===== src/rtl/fifo_stream_reader_if.sv =====
// rtl/fifo_stream_reader_if.sv - FIFO pop side and output stream of the FIFO read drain stage
// master: the reader (drives fifo_re, m_data, m_valid); slave: upstream FIFO plus downstream sink.
interface fifo_stream_reader_if #(
  parameter int width = 16
);
  logic             fifo_empty;
  logic [width-1:0] fifo_data;
  logic             fifo_re;
  logic [width-1:0] m_data;
  logic             m_valid;
  logic             m_ready;

  modport master (
    input  fifo_empty, fifo_data, m_ready,
    output fifo_re, m_data, m_valid
  );

  modport slave (
    output fifo_empty, fifo_data, m_ready,
    input  fifo_re, m_data, m_valid
  );
endinterface


===== src/rtl/fifo_stream_reader.sv =====
// rtl/fifo_stream_reader.sv - FIFO drain stage with 3-entry skid buffer onto a valid/ready stream
// Optional FIFO_RD_STATS_EN adds a saturating pop_count of accepted words.
module fifo_stream_reader #(
  parameter int width     = 16,
  parameter int cnt_width = 16
) (
  input  logic                 clk,
  input  logic                 rst,
  fifo_stream_reader_if.master bus
`ifdef FIFO_RD_STATS_EN
  ,
  output logic [cnt_width-1:0] pop_count
`endif
);

  if (width < 1 || cnt_width < 1) begin : g_bad_params
    $error("fifo_stream_reader: width and cnt_width must be at least 1");
  end

  logic [width-1:0] mem [3];
  logic [1:0]       wr_ptr;
  logic [1:0]       rd_ptr;
  logic [1:0]       occ;
  logic             infl;
  logic             pop;

  function automatic logic [1:0] ptr_inc(input logic [1:0] p);
    return (p == 2'd2) ? 2'd0 : p + 2'd1;
  endfunction

  assign pop         = (occ != 2'd0) && bus.m_ready;
  assign bus.m_valid = (occ != 2'd0);
  assign bus.m_data  = mem[rd_ptr];

  // Counting the in-flight word reserves its slot, so m_ready never reaches fifo_re.
  assign bus.fifo_re = !rst && !bus.fifo_empty && (({1'b0, occ} + {2'b00, infl}) < 3'd3);

  always_ff @(posedge clk) begin
    if (rst) begin
      wr_ptr <= 2'd0;
      rd_ptr <= 2'd0;
      occ    <= 2'd0;
      infl   <= 1'b0;
      for (int i = 0; i < 3; i++) begin
        mem[i] <= '0;
      end
    end else begin
      infl <= bus.fifo_re;
      if (infl) begin
        mem[wr_ptr] <= bus.fifo_data;
        wr_ptr      <= ptr_inc(wr_ptr);
      end
      if (pop) begin
        rd_ptr <= ptr_inc(rd_ptr);
      end
      case ({infl, pop})
        2'b10:   occ <= occ + 2'd1;
        2'b01:   occ <= occ - 2'd1;
        default: occ <= occ;
      endcase
    end
  end

  always_ff @(posedge clk) begin
    if (!rst) begin
      assert (!(infl && (occ == 2'd3) && !pop));
    end
  end

`ifdef FIFO_RD_STATS_EN
  always_ff @(posedge clk) begin
    if (rst) begin
      pop_count <= '0;
    end else if (pop && (pop_count != {cnt_width{1'b1}})) begin
      pop_count <= pop_count + 1'b1;
    end
  end
`endif

endmodule


===== src/flat_wrapper.sv =====
// flat-port wrapper written by rule: the top's interface ports become plain ports
module fifo_stream_reader_flat 
#(
  parameter int width     = 16,
  parameter int cnt_width = 16
)
  (clk, rst, bus_fifo_empty, bus_fifo_data, bus_m_ready, bus_fifo_re, bus_m_data, bus_m_valid);
  fifo_stream_reader_if #(.width(width)) bus_i ();
  input  logic clk;
  input  logic rst;
  input wire logic [$bits(bus_i.fifo_empty)-1:0] bus_fifo_empty;
  input wire logic [$bits(bus_i.fifo_data)-1:0] bus_fifo_data;
  input wire logic [$bits(bus_i.m_ready)-1:0] bus_m_ready;
  output wire logic [$bits(bus_i.fifo_re)-1:0] bus_fifo_re;
  output wire logic [$bits(bus_i.m_data)-1:0] bus_m_data;
  output wire logic [$bits(bus_i.m_valid)-1:0] bus_m_valid;
  assign bus_i.fifo_empty = bus_fifo_empty;
  assign bus_i.fifo_data = bus_fifo_data;
  assign bus_i.m_ready = bus_m_ready;
  assign bus_fifo_re = bus_i.fifo_re;
  assign bus_m_data = bus_i.m_data;
  assign bus_m_valid = bus_i.m_valid;
  fifo_stream_reader #(.width(width), .cnt_width(cnt_width)) u_core (.clk(clk), .rst(rst), .bus(bus_i));
endmodule

===== config.mk =====
export PLATFORM = sky130hd
export DESIGN_NAME = fifo_stream_reader_flat
export DESIGN_NICKNAME = d
export VERILOG_FILES = /design/src/rtl/fifo_stream_reader_if.sv /design/src/rtl/fifo_stream_reader.sv /design/src/flat_wrapper.sv
export SDC_FILE = /design/constraint.sdc
export NUM_CORES = 1
export LEC_CHECK = 0
export ABC_AREA = 1
export CORE_ASPECT_RATIO = 0.8
export CORE_MARGIN = 1.5
export CORE_UTILIZATION = 55
export CTS_CLUSTER_SIZE = 20
export DETAILED_ROUTE_END_ITERATION = 10
export GPL_TIMING_DRIVEN = 0
export PLACE_DENSITY = 0.79
export SLEW_MARGIN = 20
export SYNTH_ARGS = -nofsm -noshare
export SYNTH_HDL_FRONTEND = slang
export SYNTH_SLANG_ARGS = --single-unit

===== constraint.sdc =====
create_clock -name clk -period 3.1 [get_ports clk]
set_clock_uncertainty 0.1 [all_clocks]
set_input_delay 0.62 -clock clk [delete_from_list [all_inputs] [get_ports clk]]
set_output_delay 0.62 -clock clk [all_outputs]
set_load 0.005 [all_outputs]

# Word level (Yosys, flattened, before mapping)
# Memories as Yosys holds them, arrays and structs flattened. A register that Yosys moved wholly into a read port is not among the register bits.
# Index checks and enable logic that the tools add are counted.
[totals]
regBits = 7
mem_bits_rw = 48
in_bits = 20
output_inout_bits = 18
memories = 1
[op_classes]
add_sub_neg = 5
order_cmp = 1
eq_ne = 4
muxes = 13
reduce_logical = 8
[memory_table]
columns = ["name", "words", "word_bits", "rd", "rd_clocked_by_memory_dff", "wr", "line", "rtl"]
rows = [
  ["u_core.mem", 3, 16, 1, 1, 3, "fifo_stream_reader.sv:20", "logic [width-1:0] mem [3];"],
]
[op_table]
columns = ["cell", "count"]
rows = [
  ["2-to-1 mux 16 bit", 1],
  ["OR reduction 16 bit", 1],
  ["2-to-1 mux 2 bit", 5],
  ["adder 2 x 1 -> 2 bit, second input constant", 3],
  ["equality test 2 bit, second input constant", 3],
  ["2-to-1 mux 1 bit", 6],
  ["one-hot mux 2 bit (2 select lines)", 1],
  ["nonzero test 2 bit", 2],
  ["adder 2 x 1 -> 3 bit", 1],
  ["logical AND 1 bit", 3],
  ["less-than comparator 3 x 2 -> 1 bit, second input constant", 1],
  ["equality test 2 x 1 -> 1 bit, second input constant", 1],
  ["zero test 1 bit", 2],
  ["subtractor 2 x 1 -> 2 bit, second input constant", 1],
]

# Depth between registers and ports, before layout
# Gate-level depths: netlist (run 1).
[logic_depth]
word_depth = 5
depth_mapped = 10

# Least setup slack after synthesis (run 1)
# OpenSTA, ideal clock, no wires.
[synth_path]
path_kind = "input port to flip-flop"
from = "in rst"
to = "mem u_core.mem[3][0] (enable)"
setup_ps = 430
t_arrival_ps = 2301
required_ps = 2570
path_slack_ps = 269
path_stages = 1
path_cell_list = "nor4_1"
[synth_rtl]
columns = ["element", "line", "rtl"]
rows = [
  ["start: declaration", "flat_wrapper.sv:10", "input logic rst;"],
  ["end: declaration", "fifo_stream_reader.sv:20", ""],
]

# Worst setup path after layout (run 1)
[layout_path]
from = "in rst"
to = "out bus_fifo_re"
[layout_between]
elab_chain_cells = 3
[layout_rtl]
columns = ["element", "line", "rtl"]
rows = [
  ["zero test 1 bit", "fifo_stream_reader.sv:36", "assign bus.fifo_re = !rst && !bus.fifo_empty && (({1'b0, occ} + {2'b00, infl}) < 3'd3);"],
  ["logical AND 1 bit (2 in series)", "fifo_stream_reader.sv:36", ""],
  ["end: declaration", "flat_wrapper.sv:14", "output wire logic [$bits(bus_i.fifo_re)-1:0] bus_fifo_re;"],
]
# Every way passes these cells.

==> results.sh, run 1 <==
export IMPL_p_leak_uw=0.00148
export IMPL_synthCells=277
export IMPL_crit_chain="clkdlybuf4s50_1 -> nor3_1 -> a21boi_0 -> clkdlybuf4s50_1"
export IMPL_dp_slack_ps=155
export IMPL_end_kind="primary output"
export IMPL_htreeDepth=3
export IMPL_r2r_setup_slack_ps=990
export IMPL_cts_root_buffer="clkbuf_8"
export IMPL_p_per_area_nw_per_um2=650
export IMPL_yosys_top_cells_count="81 x nor2_1, 64 x edfxtp_1, 35 x o21ai_0"
export IMPL_start_util_pct=57.0
export IMPL_cap_violations=0
export IMPL_synth_largest_area_cell="edfxtp_1"
export IMPL_power_uw=2500
export IMPL_grt_usage_pct=23.9
export IMPL_finalCriticalPeriod_ps=2900
export IMPL_cp_num_buf_inv=2
export IMPL_slowest_stage="clkdlybuf4s50_1"
export IMPL_avgSynthCellArea_um2=11.2
export IMPL_yosysMostFrequentCell="nor2_1"
export IMPL_synth_cell_types=21
export IMPL_wl_mm=6.52
export IMPL_final_cell_area_um2=3840
export IMPL_gr_total_overflow=0
export IMPL_min_path_cells=2
export IMPL_fin_ws_ps=203
export IMPL_status="complete, no violations"
export IMPL_ir_drop_uv=405
export IMPL_ys_seq_elements=73
export IMPL_synth_fp_nets=300
export IMPL_yosysWarnings=0
export IMPL_worstSkewPairLatency_ps=340
export IMPL_critPathKind="in -> out"
export IMPL_required_ps=2380
export IMPL_core_um2=5440
export IMPL_grt_pass1_wl_mm=10.4
export IMPL_drc=0
export IMPL_final_max_slew_violation_count=0
export IMPL_io_pins=38
export IMPL_grt_max_degree=17
export IMPL_wl_per_cell_um=15.9
export IMPL_clockBufferDepth=2
export IMPL_num_vias=2137
export IMPL_reg2reg_from="u_core.infl"
export IMPL_cts_sinks=73
export IMPL_cts_tree="yes"
export IMPL_ant_nets=0
export IMPL_antenna_cells=0
export IMPL_holdPathEnd="u_core.rd_ptr[0]"
export IMPL_yosysTopAreaCellShare_pct=62.1
export IMPL_final_core_util_pct=70.6
export IMPL_cp_start_kind="primary input"
export IMPL_numPortBuffers=37
export IMPL_yosys_top_cells_area="edfxtp_1 62%, nor2_1 9.8%, dfxtp_1 5.8%"
export IMPL_row_count=24
export IMPL_die_w_um=86.9
export IMPL_setup_viol=0
export IMPL_arrival_ps=2180
export IMPL_dpl_hpwl_mm=4.35
export IMPL_yosysSeqAreaShare_pct=67.9
export IMPL_instances_no_fill=410
export IMPL_final_nets=350
export IMPL_cts_made_buffers=9
export IMPL_holdCritPathClass="reg -> reg"
export IMPL_reg2reg_to="u_core.mem[0][9]"
export IMPL_max_stage_delay_ps=560
export IMPL_avgViaCountPerCell=5.21
export IMPL_netlist_area_um2=3100
export IMPL_place_gp_congestion=0.761
export IMPL_first_pass_iters=4
export IMPL_crit_fanout=6
export IMPL_grt_pass1_vias=2120
export IMPL_worst_path_most_repeated_cell="clkdlybuf4s50_1"
export IMPL_dp_cells=394
export IMPL_die_area_um2=6090
export IMPL_drive_gt1_share_pct=11.1
export IMPL_antenna_found_initial=0
export IMPL_area_growth_pct=24.0
export IMPL_drt_iter0_markers=229
export IMPL_fin_crit_sh_pct=93.4
export IMPL_crit_family="buffers and inverters"
export IMPL_synth_edff_count=64
export IMPL_die_h_um=70.1
export IMPL_placed_area_um2=3580
export IMPL_grt_setup_unrepaired="no"
export IMPL_r2r_cells=5
export IMPL_hold_start="u_core.rd_ptr[0]"
export IMPL_slew_headroom_pct=46.3
export IMPL_hold_violations=0
export IMPL_worst_slew_pin_slew_ps=799
export IMPL_timing_fmax_mhz=345
export IMPL_synth_ff_type="edfxtp_1"
export IMPL_synthArstFlopShare_pct=0
export IMPL_cts_reportedPaths_clkPinSlew_ps=70
-- layer usage --
| layer | wire length (um) | track usage [%] | up-vias | share of wire (%) |
|---|---|---|---|---|
| met2 | 3160 | 36.7 | 71 | 48 |
| li1 | - | - | 1048 | - |
| met5 | 0 | 0 | - | 0 |
| met4 | 72 | 9.32 | 0 | 1.1 |
| met1 | 2920 | 31.7 | 1012 | 45 |
| met3 | 374 | 7.68 | 6 | 5.7 |
-- repair_timing --
item / in CTS / in global routing
setup endpoints to repair: 0 / 2
gates resized for setup: 0 / 2
buffers inserted: 0 / 0
hold buffers: 0 / 0
-- through the flow --
step | setup TNS [ps] | hold slack (ps)
global route | 0 | 470
global placement | -24320 | 407
finish | 0 | 434
CTS | 0 | 432
detailed placement | 0 | 422
floorplan | 0 | 388
-- flip-flops by register name (all words and copies together), names as in the netlist, named ones only --
register,count
u_core.infl,1
u_core.mem,64
u_core.occ,2
u_core.rd_ptr,2
u_core.wr_ptr,2
-- report_power, final --
| group | internal [uW] | switching, uW | total (uW) | leakage [uW] |
|---|---|---|---|---|
| sequential | 1120 | 26.3 | 1140 | 0.000716 |
| clock | 609 | 335 | 944 | 0.000128 |
| combinational | 195 | 214 | 409 | 0.000635 |
-- cells by family after synthesis --
family                   synth area share [%]
flip-flops                               67.9
AO/OA/AOI/OAI                            10.0
AND/OR/NAND/NOR                          15.4
adder cells (fa/ha/maj)                  1.21
buffers and inverters                    5.54
-- final cells by class --
cell class | instances | area [um2]
Buffer | 11 | 67.6
Clock buffer | 9 | 124
Clock inverter | 7 | 133
Fill cell | 400 | 1600
Inverter | 28 | 105
Multi-Input combinational cell | 165 | 830
Sequential cell | 73 | 2100
Tap cell | 78 | 97.6
Timing Repair Buffer | 39 | 380
-- how the worst max path moves through the flow --
| stage | startpoint | endpoint | slack, ps | depth (start not counted) |
|---|---|---|---|---|
| final | rst | bus_fifo_re | 200 | 4 |
| after CTS | register | bus_m_data[12] | 170 | 5 |
| after floorplan | rst | u_core.mem[3][0] | 270 | 1 |
| after global routing | rst | bus_fifo_re | 80 | 4 |
| after detailed placement | rst | u_core.mem[0][7] | 160 | 5 |
| after global placement | rst | u_core.mem[3][7] | -1520 | 2 |
-- worst register-to-register path, delay by kind of cell, from the launching register on --
family,cells,cell delay (ps)
buf+inv,2,290
simple gates,3,940
flops,1,400
-- layout by cell type (no fill, tap or decap), types with 2 or more instances in the layout --
cell type        count
clkbuf_1             5
edfxtp_1            64
buf_2                4
clkinv_1             2
ha_1                 3
o31ai_1              2
inv_1               27
nor2_2               9
buf_6                3
nand3_4              3
dfxtp_1              9
nand2_1              9
a21boi_0             2
o22ai_1             16
clkbuf_8             9
nor2_1              81
clkdlybuf4s50_1     37
bufinv_16            4
o21ai_0             35
No activity file was read; power rests on OpenSTA's default activity.
==> inputs of run 2 (changes only) <==
--- a/config.mk
+++ b/config.mk
@@ -6,6 +6,7 @@
 export NUM_CORES = 1
 export LEC_CHECK = 0
 export ABC_AREA = 1
+export CAP_MARGIN = 10
 export CORE_ASPECT_RATIO = 0.8
 export CORE_MARGIN = 1.5
 export CORE_UTILIZATION = 55
==> results of run 2 <==
The final DEF is identical to that of run 1; final timing and power are the same.
